### src/rtl/uart_rx_framer.sv
// UART receive framer: 16x oversampled start/data/parity/stop recovery with
// 2-of-3 majority voting, a single-character holding register and status flags.
module uart_rx_framer #(
  parameter int SYNC_DEPTH = 2
) (
  input  logic       CLK,
  input  logic       RESET,
  input  logic       BAUD_TICK,
  input  logic       RX,
  input  logic       BIT8,
  input  logic       PARITY_EN,
  input  logic       ODD_N_EVEN,
  input  logic       RD,
  output logic [7:0] RX_DATA,
  output logic       RX_VALID,
  output logic       PARITY_ERR,
  output logic       FRAMING_ERR,
  output logic       OVERFLOW
);

  typedef enum logic [2:0] {
    IDLE    = 3'd0,
    START   = 3'd1,
    DATA    = 3'd2,
    PARITY  = 3'd3,
    STOP    = 3'd4,
    BRKWAIT = 3'd5
  } state_t;

  // Seven-bit characters sit in shift[7:1] because bits enter at the MSB.
  function automatic logic data_parity(input logic [7:0] sh, input logic bit8);
    logic [7:0] bits;
    if (bit8) begin
      bits = sh;
    end else begin
      bits = {1'b0, sh[7:1]};
    end
    return ^bits;
  endfunction

  logic [SYNC_DEPTH-1:0] sync_q, sync_d;
  state_t                state_q, state_d;
  logic [3:0]            cnt_q, cnt_d;
  logic [2:0]            idx_q, idx_d;
  logic [7:0]            shift_q, shift_d;
  logic                  s7_q, s7_d, s8_q, s8_d;
  logic                  perr_q, perr_d;
  logic                  done_q, done_d;
  logic [7:0]            cap_data_q, cap_data_d;
  logic                  cap_perr_q, cap_perr_d;
  logic                  cap_ferr_q, cap_ferr_d;
  logic [7:0]            rx_data_q, rx_data_d;
  logic                  rx_valid_q, rx_valid_d;
  logic                  parity_err_q, parity_err_d;
  logic                  framing_err_q, framing_err_d;
  logic                  overflow_q, overflow_d;

  logic       rxs;
  logic       maj;
  logic [2:0] last_idx;

  assign rxs      = sync_q[SYNC_DEPTH-1];
  assign maj      = (s7_q & s8_q) | (s7_q & rxs) | (s8_q & rxs);
  assign last_idx = BIT8 ? 3'd7 : 3'd6;

  always_comb begin
    sync_d = {sync_q[SYNC_DEPTH-2:0], RX};
  end

  // Bit-window sequencing; everything advances only on baud ticks.
  always_comb begin
    state_d    = state_q;
    cnt_d      = cnt_q;
    idx_d      = idx_q;
    shift_d    = shift_q;
    s7_d       = s7_q;
    s8_d       = s8_q;
    perr_d     = perr_q;
    done_d     = 1'b0;
    cap_data_d = cap_data_q;
    cap_perr_d = cap_perr_q;
    cap_ferr_d = cap_ferr_q;
    if (BAUD_TICK) begin
      cnt_d = cnt_q + 4'd1;
      if (cnt_q == 4'd7) begin
        s7_d = rxs;
      end else begin
        s7_d = s7_q;
      end
      if (cnt_q == 4'd8) begin
        s8_d = rxs;
      end else begin
        s8_d = s8_q;
      end
      case (state_q)
        IDLE: begin
          cnt_d = 4'd0;
          if (!rxs) begin
            state_d = START;
            idx_d   = 3'd0;
            shift_d = 8'h00;
            perr_d  = 1'b0;
          end else begin
            state_d = IDLE;
          end
        end
        START: begin
          if ((cnt_q == 4'd9) && maj) begin
            state_d = IDLE;
            cnt_d   = 4'd0;
          end else if (cnt_q == 4'd15) begin
            state_d = DATA;
            idx_d   = 3'd0;
          end else begin
            state_d = START;
          end
        end
        DATA: begin
          if (cnt_q == 4'd9) begin
            shift_d = {maj, shift_q[7:1]};
          end else begin
            shift_d = shift_q;
          end
          // >= so a mid-frame BIT8 change cannot run the index past the end.
          if (cnt_q == 4'd15) begin
            if (idx_q >= last_idx) begin
              idx_d   = 3'd0;
              state_d = PARITY_EN ? PARITY : STOP;
            end else begin
              idx_d = idx_q + 3'd1;
            end
          end else begin
            idx_d = idx_q;
          end
        end
        PARITY: begin
          if (cnt_q == 4'd9) begin
            perr_d = data_parity(shift_q, BIT8) ^ maj ^ ODD_N_EVEN;
          end else begin
            perr_d = perr_q;
          end
          if (cnt_q == 4'd15) begin
            state_d = STOP;
          end else begin
            state_d = PARITY;
          end
        end
        STOP: begin
          if (cnt_q == 4'd9) begin
            done_d     = 1'b1;
            cap_data_d = BIT8 ? shift_q : {1'b0, shift_q[7:1]};
            cap_perr_d = PARITY_EN & perr_q;
            cap_ferr_d = ~maj;
            cnt_d      = 4'd0;
            state_d    = maj ? IDLE : BRKWAIT;
          end else begin
            state_d = STOP;
          end
        end
        BRKWAIT: begin
          cnt_d = 4'd0;
          if (rxs) begin
            state_d = IDLE;
          end else begin
            state_d = BRKWAIT;
          end
        end
        default: begin
          state_d = IDLE;
          cnt_d   = 4'd0;
          idx_d   = 3'd0;
        end
      endcase
    end else begin
      state_d = state_q;
    end
  end

  // Holding register: a completed character lands one CLK after its tick.
  always_comb begin
    rx_data_d     = rx_data_q;
    rx_valid_d    = rx_valid_q;
    parity_err_d  = parity_err_q;
    framing_err_d = framing_err_q;
    overflow_d    = overflow_q;
    if (done_q) begin
      if (!rx_valid_q || RD) begin
        rx_data_d     = cap_data_q;
        parity_err_d  = cap_perr_q;
        framing_err_d = cap_ferr_q;
        rx_valid_d    = 1'b1;
        overflow_d    = RD ? 1'b0 : overflow_q;
      end else begin
        overflow_d = 1'b1;
      end
    end else if (RD && rx_valid_q) begin
      rx_valid_d    = 1'b0;
      parity_err_d  = 1'b0;
      framing_err_d = 1'b0;
      overflow_d    = 1'b0;
    end else begin
      rx_valid_d = rx_valid_q;
    end
  end

  // Sync chain resets high so a reset release never looks like a start bit.
  always_ff @(posedge CLK or posedge RESET) begin
    if (RESET) begin
      sync_q        <= {SYNC_DEPTH{1'b1}};
      state_q       <= IDLE;
      cnt_q         <= 4'd0;
      idx_q         <= 3'd0;
      shift_q       <= 8'h00;
      s7_q          <= 1'b1;
      s8_q          <= 1'b1;
      perr_q        <= 1'b0;
      done_q        <= 1'b0;
      cap_data_q    <= 8'h00;
      cap_perr_q    <= 1'b0;
      cap_ferr_q    <= 1'b0;
      rx_data_q     <= 8'h00;
      rx_valid_q    <= 1'b0;
      parity_err_q  <= 1'b0;
      framing_err_q <= 1'b0;
      overflow_q    <= 1'b0;
    end else begin
      sync_q        <= sync_d;
      state_q       <= state_d;
      cnt_q         <= cnt_d;
      idx_q         <= idx_d;
      shift_q       <= shift_d;
      s7_q          <= s7_d;
      s8_q          <= s8_d;
      perr_q        <= perr_d;
      done_q        <= done_d;
      cap_data_q    <= cap_data_d;
      cap_perr_q    <= cap_perr_d;
      cap_ferr_q    <= cap_ferr_d;
      rx_data_q     <= rx_data_d;
      rx_valid_q    <= rx_valid_d;
      parity_err_q  <= parity_err_d;
      framing_err_q <= framing_err_d;
      overflow_q    <= overflow_d;
    end
  end

  assign RX_DATA     = rx_data_q;
  assign RX_VALID    = rx_valid_q;
  assign PARITY_ERR  = parity_err_q;
  assign FRAMING_ERR = framing_err_q;
  assign OVERFLOW    = overflow_q;

endmodule

### config.mk
export PLATFORM = sky130hd
export DESIGN_NAME = uart_rx_framer
export DESIGN_NICKNAME = d
export VERILOG_FILES = /design/src/rtl/uart_rx_framer.sv
export SDC_FILE = /design/constraint.sdc
export NUM_CORES = 1
export LEC_CHECK = 0
export CAP_MARGIN = 20
export CORE_MARGIN = 1.5
export CORE_UTILIZATION = 52
export DETAILED_ROUTE_END_ITERATION = 10
export PLACE_DENSITY_LB_ADDON = 0.12
export SLEW_MARGIN = 20
export SYNTH_ARGS = -nofsm -noshare
export SYNTH_HDL_FRONTEND = slang
export SYNTH_SLANG_ARGS = --single-unit
### constraint.sdc
create_clock -name CLK -period 1.75 [get_ports CLK]
set_clock_uncertainty 0.2 [all_clocks]
set_input_delay 0.35 -clock CLK [delete_from_list [all_inputs] [get_ports CLK]]
set_output_delay 0.35 -clock CLK [all_outputs]
set_load 0.02 [all_outputs]
# After elaboration in Yosys (flattened, before gate mapping)
# Index checks and enable logic that the tools add are counted.
word_totals:
  out_inout_bits: 12
  ff_bits: 46
  inputBits: 8
classes:
  n_mux: 44
  add_sub_neg: 2
  magnitude_cmp: 1
  reduce_logical: 21
  eq_ne: 18
  bitwise_logic: 10
ops:
  columns: ["cell", "count"]
  rows:
  - ["8-bit 2-to-1 mux", 6]
  - ["3-bit 2-to-1 mux", 12]
  - ["3-bit one-hot mux with 6 select lines", 1]
  - ["1-bit 2-to-1 mux", 17]
  - ["8-bit one-hot mux with 2 select lines", 1]
  - ["2-bit inequality test, second input constant", 7]
  - ["4-bit == test, second input constant", 3]
  - ["3-bit one-hot mux with 4 select lines", 1]
  - ["4-bit one-hot mux with 3 select lines", 1]
  - ["2-bit AND reduction", 5]
  - ["4-bit 2-to-1 mux", 2]
  - ["4-bit AND reduction", 2]
  - ["8-bit parity", 1]
  - ["3-bit by 2-bit == test with 1-bit output, second input constant", 2]
  - ["3-bit == test, second input constant", 2]
  - ["3-bit AND reduction", 2]
  - ["6-bit AND reduction", 1]
  - ["2-bit nonzero test", 3]
  - ["4-bit by 1-bit adder with 4-bit output, second input constant", 1]
  - ["1-bit bitwise AND", 4]
  - ["4-bit by 3-bit == test with 1-bit output, second input constant", 1]
  - ["2-bit 2-to-1 mux", 2]
  - ["3-bit by 1-bit adder with 3-bit output, second input constant", 1]
  - ["3-bit by 1-bit == test with 1-bit output, second input constant", 1]
  - ["13 further kinds", 17]

# Logic depth before layout (Yosys ltp)
logic_depth:
  depth_word: 9
  ltp_mapped: 8

# Least setup slack after synthesis
# OpenSTA, ideal clock, no wires.
synth_path:
  path_type: "reg2reg"
  startpoint: "reg cnt_q[0]"
  endpoint: "reg idx_q[0]"
  path_buffers: 0
  stages_incl_launch_ff: 6
  setup_slack_ps: -161
  t_arrival_ps: 1587
  synth_period_minus_slack_ps: 1911
  required_time_ps: 1425
  path_cell_list: "dfrtp_1 > ha_1 > and3_1 > a41o_1 > nor2_1 > mux2_2"
synth_via:
  elab_chain_len: 4
  word_cells_on_any_way: 7
synth_rtl:
  columns: ["element", "line", "rtl"]
  rows:
  - ["from (decl)", "43", "logic [3:0] cnt_q, cnt_d;"]
  - ["from (signal assigned)", "229", "cnt_q <= cnt_d;"]
  - ["4-bit == test", "108", "if ((cnt_q == 4'd9) && maj) begin"]
  - ["1-bit logical AND", "108", null]
  - ["2-bit inequality test (no line)", null, null]
  - ["6-bit AND reduction (no line) *", null, null]
  - ["to (signal assigned)", "230", "idx_q <= idx_d;"]
  - ["to (decl)", "44", "logic [2:0] idx_q, idx_d;"]
# Mark *: on every way between the ends. The rest lies on a longest branch, timed or not.
# A chain may end at the register's enable or synchronous reset.

# Final worst setup path
# Same ends and word-level chain as after synthesis.

==> flow_summary.json <==
{
  "grt_setup_unrepaired": "yes",
  "grt_overflow": 0,
  "ios": 20,
  "cts_made_buffers": 5,
  "drive_gt1_share_pct": 38.5,
  "ir_worst_vdd_mv": 0.770,
  "gp_congestion": 0.851,
  "worstPathMaxFanout": 4,
  "synth.yosys.warnings": 0,
  "grt_use_total_pct": 22.5,
  "holdWs_ns": 0.136,
  "die_h_um": 70.8,
  "drc": 0,
  "ctsHtreeMaxLevel": 2,
  "post-place-ws_ns": -0.523,
  "netlist_area_mm2": 0.00239,
  "row_count": 24,
  "port_buffers": 19,
  "path_clk_slew_ns": 0.09,
  "syn_to_final_growth_pct": 38.4,
  "vias": 1914,
  "drtIter0Drc": 81,
  "grt_max_degree": 20,
  "antennaDiodeCount": 0,
  "ant_nets": 0,
  "grt_pass1_wl_um": 8950,
  "synth_edf_count": 0,
  "synth-seq-cells": 46,
  "root_buffer": "clkbuf_8",
  "violations": "negative setup slack",
  "yosysSeqAreaShare_pct": 48.4,
  "endpoint_kind": "register",
  "nets": 298,
  "hold_viol": 0,
  "totalPowerFinal_uw": 3870,
  "hp-class": "in2async",
  "drv_slew": 0,
  "drv_cap": 0,
  "p_per_area_mw_per_mm2": 1170,
  "die_w_um": 70.8,
  "grt_pass1_vias": 1994,
  "ff2ff_setup_slack_ns": -0.12,
  "p_leak_uw": 0.00157,
  "setup_ws_ns": -0.116,
  "finalCritPeriodShare_pct": 107,
  "synth_area_per_cell_um2": 10.3,
  "antenna_found_initial": 0,
  "start_util_pct": 54.5,
  "viasPerCell": 5.66,
  "max_clock_freq_mhz": 536,
  "crit_arrival_ns": 1.86,
  "slew-limit-headroom_pct": 74.5,
  "status": "complete, but fails checks",
  "wl_per_cell_um": 16.2,
  "clk_latency_ns": 0.30,
  "async_flop_share_pct": 100,
  "worstMarginPinSlew_ns": 0.382,
  "firstDrtPassIters": 4,
  "hold_buffers": 0,
  "synth_nets": 244,
  "worstPathRequired_ns": 1.74,
  "synth_ff_type": "dfrtp_1",
  "nFillCells": 303,
  "clock_path_buffers": 2,
  "worstSetupPathType": "reg2reg",
  "cts_sinks": 46,
  "synth_cells": 231,
  "hpwl_um": 3470,
  "crit_path_start_kind": "register",
  "coreArea_mm2": 0.00438,
  "setup_violations": 15,
  "die_area_mm2": 0.00501,
  "cts_tree": "built",
  "synth_cell_types": 47,
  "fin_crit_ns": 1.87,
  "drt-total-wl_um": 5470
}
## registers in the layout (all words and copies together) (netlist names)
register	count
shift_q	8
RX_DATA	8
cap_perr_q	1
FRAMING_ERR	1
cnt_q	4
idx_q	3
state_q	3
cap_data_q	8
done_q	1
s7_q	1
PARITY_ERR	1
perr_q	1
sync_q	2
RX_VALID	1
OVERFLOW	1
cap_ferr_q	1
s8_q	1
## where the power goes
part           switching [µW]  internal, µW  leakage (µW)
Clock                     361           278     0.0000450
Sequential                211          1280      0.000596
Combinational             772           961      0.000926
Total                    1340          2520       0.00157
## synthesized netlist by cell type (2+ instances only)
library cell  count  area [µm²]
nor2_1            7        26.3
o22ai_1           4        25.0
and3_1            3        18.8
nand2b_1          5        31.3
o31ai_1           5        37.5
a32o_1            2        20.0
nand4_1           2        12.5
nand2_1          37         139
dfstp_2           4         105
mux2_2           13         146
o21ai_0          27         135
buf_2             9        45.0
nand4b_1          2        17.5
nand3_1           4        20.0
ha_1              5        62.6
nor3_1            2        10.0
nand3b_1          3        22.5
xnor2_1           3        26.3
mux2i_1           9        90.1
inv_1            11        41.3
dfrtp_1          42        1050
nor3b_1           2        15.0
buf_1             2        7.51
a21oi_1           5        25.0
## worst max-delay path: stages (launching register included)
cell and delay, ns:
dfrtp_2 0.45, ha_4 0.18, and3_4 0.18, a41o_1 0.24
nor2_4 0.19, mux2_4 0.31
## per-layer routing
layer  wire length [µm]  track usage (%)
met5                  0                0
met3                239             4.56
met2               2800             38.7
met1               2350             27.9
met4                 87             8.39
## final timing paths
path,cells after the start,startpoint,endpoint
max in group asynchronous,3,RESET,state_q[2]$_DFFE_PP0P_
min in group CLK,0,sync_q[0]$_DFF_PP1_,sync_q[1]$_DFF_PP1_
setup reg to reg,5,cnt_q[0]$_DFFE_PP0P_,idx_q[0]$_DFFE_PP0P_
setup / recovery,5,cnt_q[0]$_DFFE_PP0P_,idx_q[0]$_DFFE_PP0P_
hold / removal,2,RESET,cnt_q[2]$_DFFE_PP0P_
hold reg to reg,0,sync_q[0]$_DFF_PP1_,sync_q[1]$_DFF_PP1_
## metrics by stage
| step | area [µm²] | setup TNS [ns] | cells | util (%) |
|---|---|---|---|---|
| 6_report | 3310 | -0.673 | 338 | 75.4 |
| 5_1_grt | 3310 | -2.53 | 338 | 75.4 |
| 4_1_cts | 3160 | -0.588 | 337 | 72.1 |
| 3_5_place_dp | 2900 | -7.64 | 321 | 66.1 |
| 3_3_place_gp | 2900 | -6.43 | 321 | 66.1 |
| 2_1_floorplan | 2420 | -0.00794 | 231 | - |
## cells in the final DEF, fill, tap and decap left out, types with 3 or more instances in the layout
cell type        instances
a21oi_1                  5
buf_12                   4
buf_4                   26
buf_6                    7
clkbuf_8                 5
clkdlybuf4s50_1          6
dfrtp_1                 39
dfrtp_2                  3
dfstp_2                  4
dlygate4sd2_1           13
ha_1                     3
inv_1                    9
mux2_2                  11
mux2i_1                  9
nand2_1                 26
nand2_2                  3
nand2_4                  8
nand2b_1                 5
nand3_1                  3
nand3b_1                 3
nor2_1                   5
o21ai_0                 10
o21ai_1                  9
o21ai_2                  7
o22ai_1                  3
o31ai_1                  4
xnor2_1                  3
## cells by family (layout without fill, tap and decap cells)
group,count (synthesis),in the layout,share of synthesized area (%)
flops,46,46,48.4
compound gates,55,56,15.3
simple gates,72,72,14.7
buf+inv,23,77,4.40
xor+xnor,7,7,4.08
mux,22,22,9.90
fa+ha+maj,6,6,3.19
## area by class of cell
| type | count | area (µm²) | share of cell area, % |
|---|---|---|---|
| well taps | 52 | 65.1 | 1.97 |
| flip-flops and latches | 46 | 1160 | 35.1 |
| clock buffers | 6 | 72.6 | 2.19 |
| multi-input cells | 163 | 1380 | 41.6 |
| inverters | 11 | 41.3 | 1.25 |
| repair buffers | 58 | 583 | 17.6 |
| clock inverters | 2 | 10.0 | 0.303 |
## repair_timing
item                                    in CTS  in global routing
pin swaps                                   19                 16
endpoints found under the setup margin      40                 29
setup buffers                                5                  2
cloned                                       3                  1
gates resized for setup                     52                 36
(Power assumes the default switching activity.)
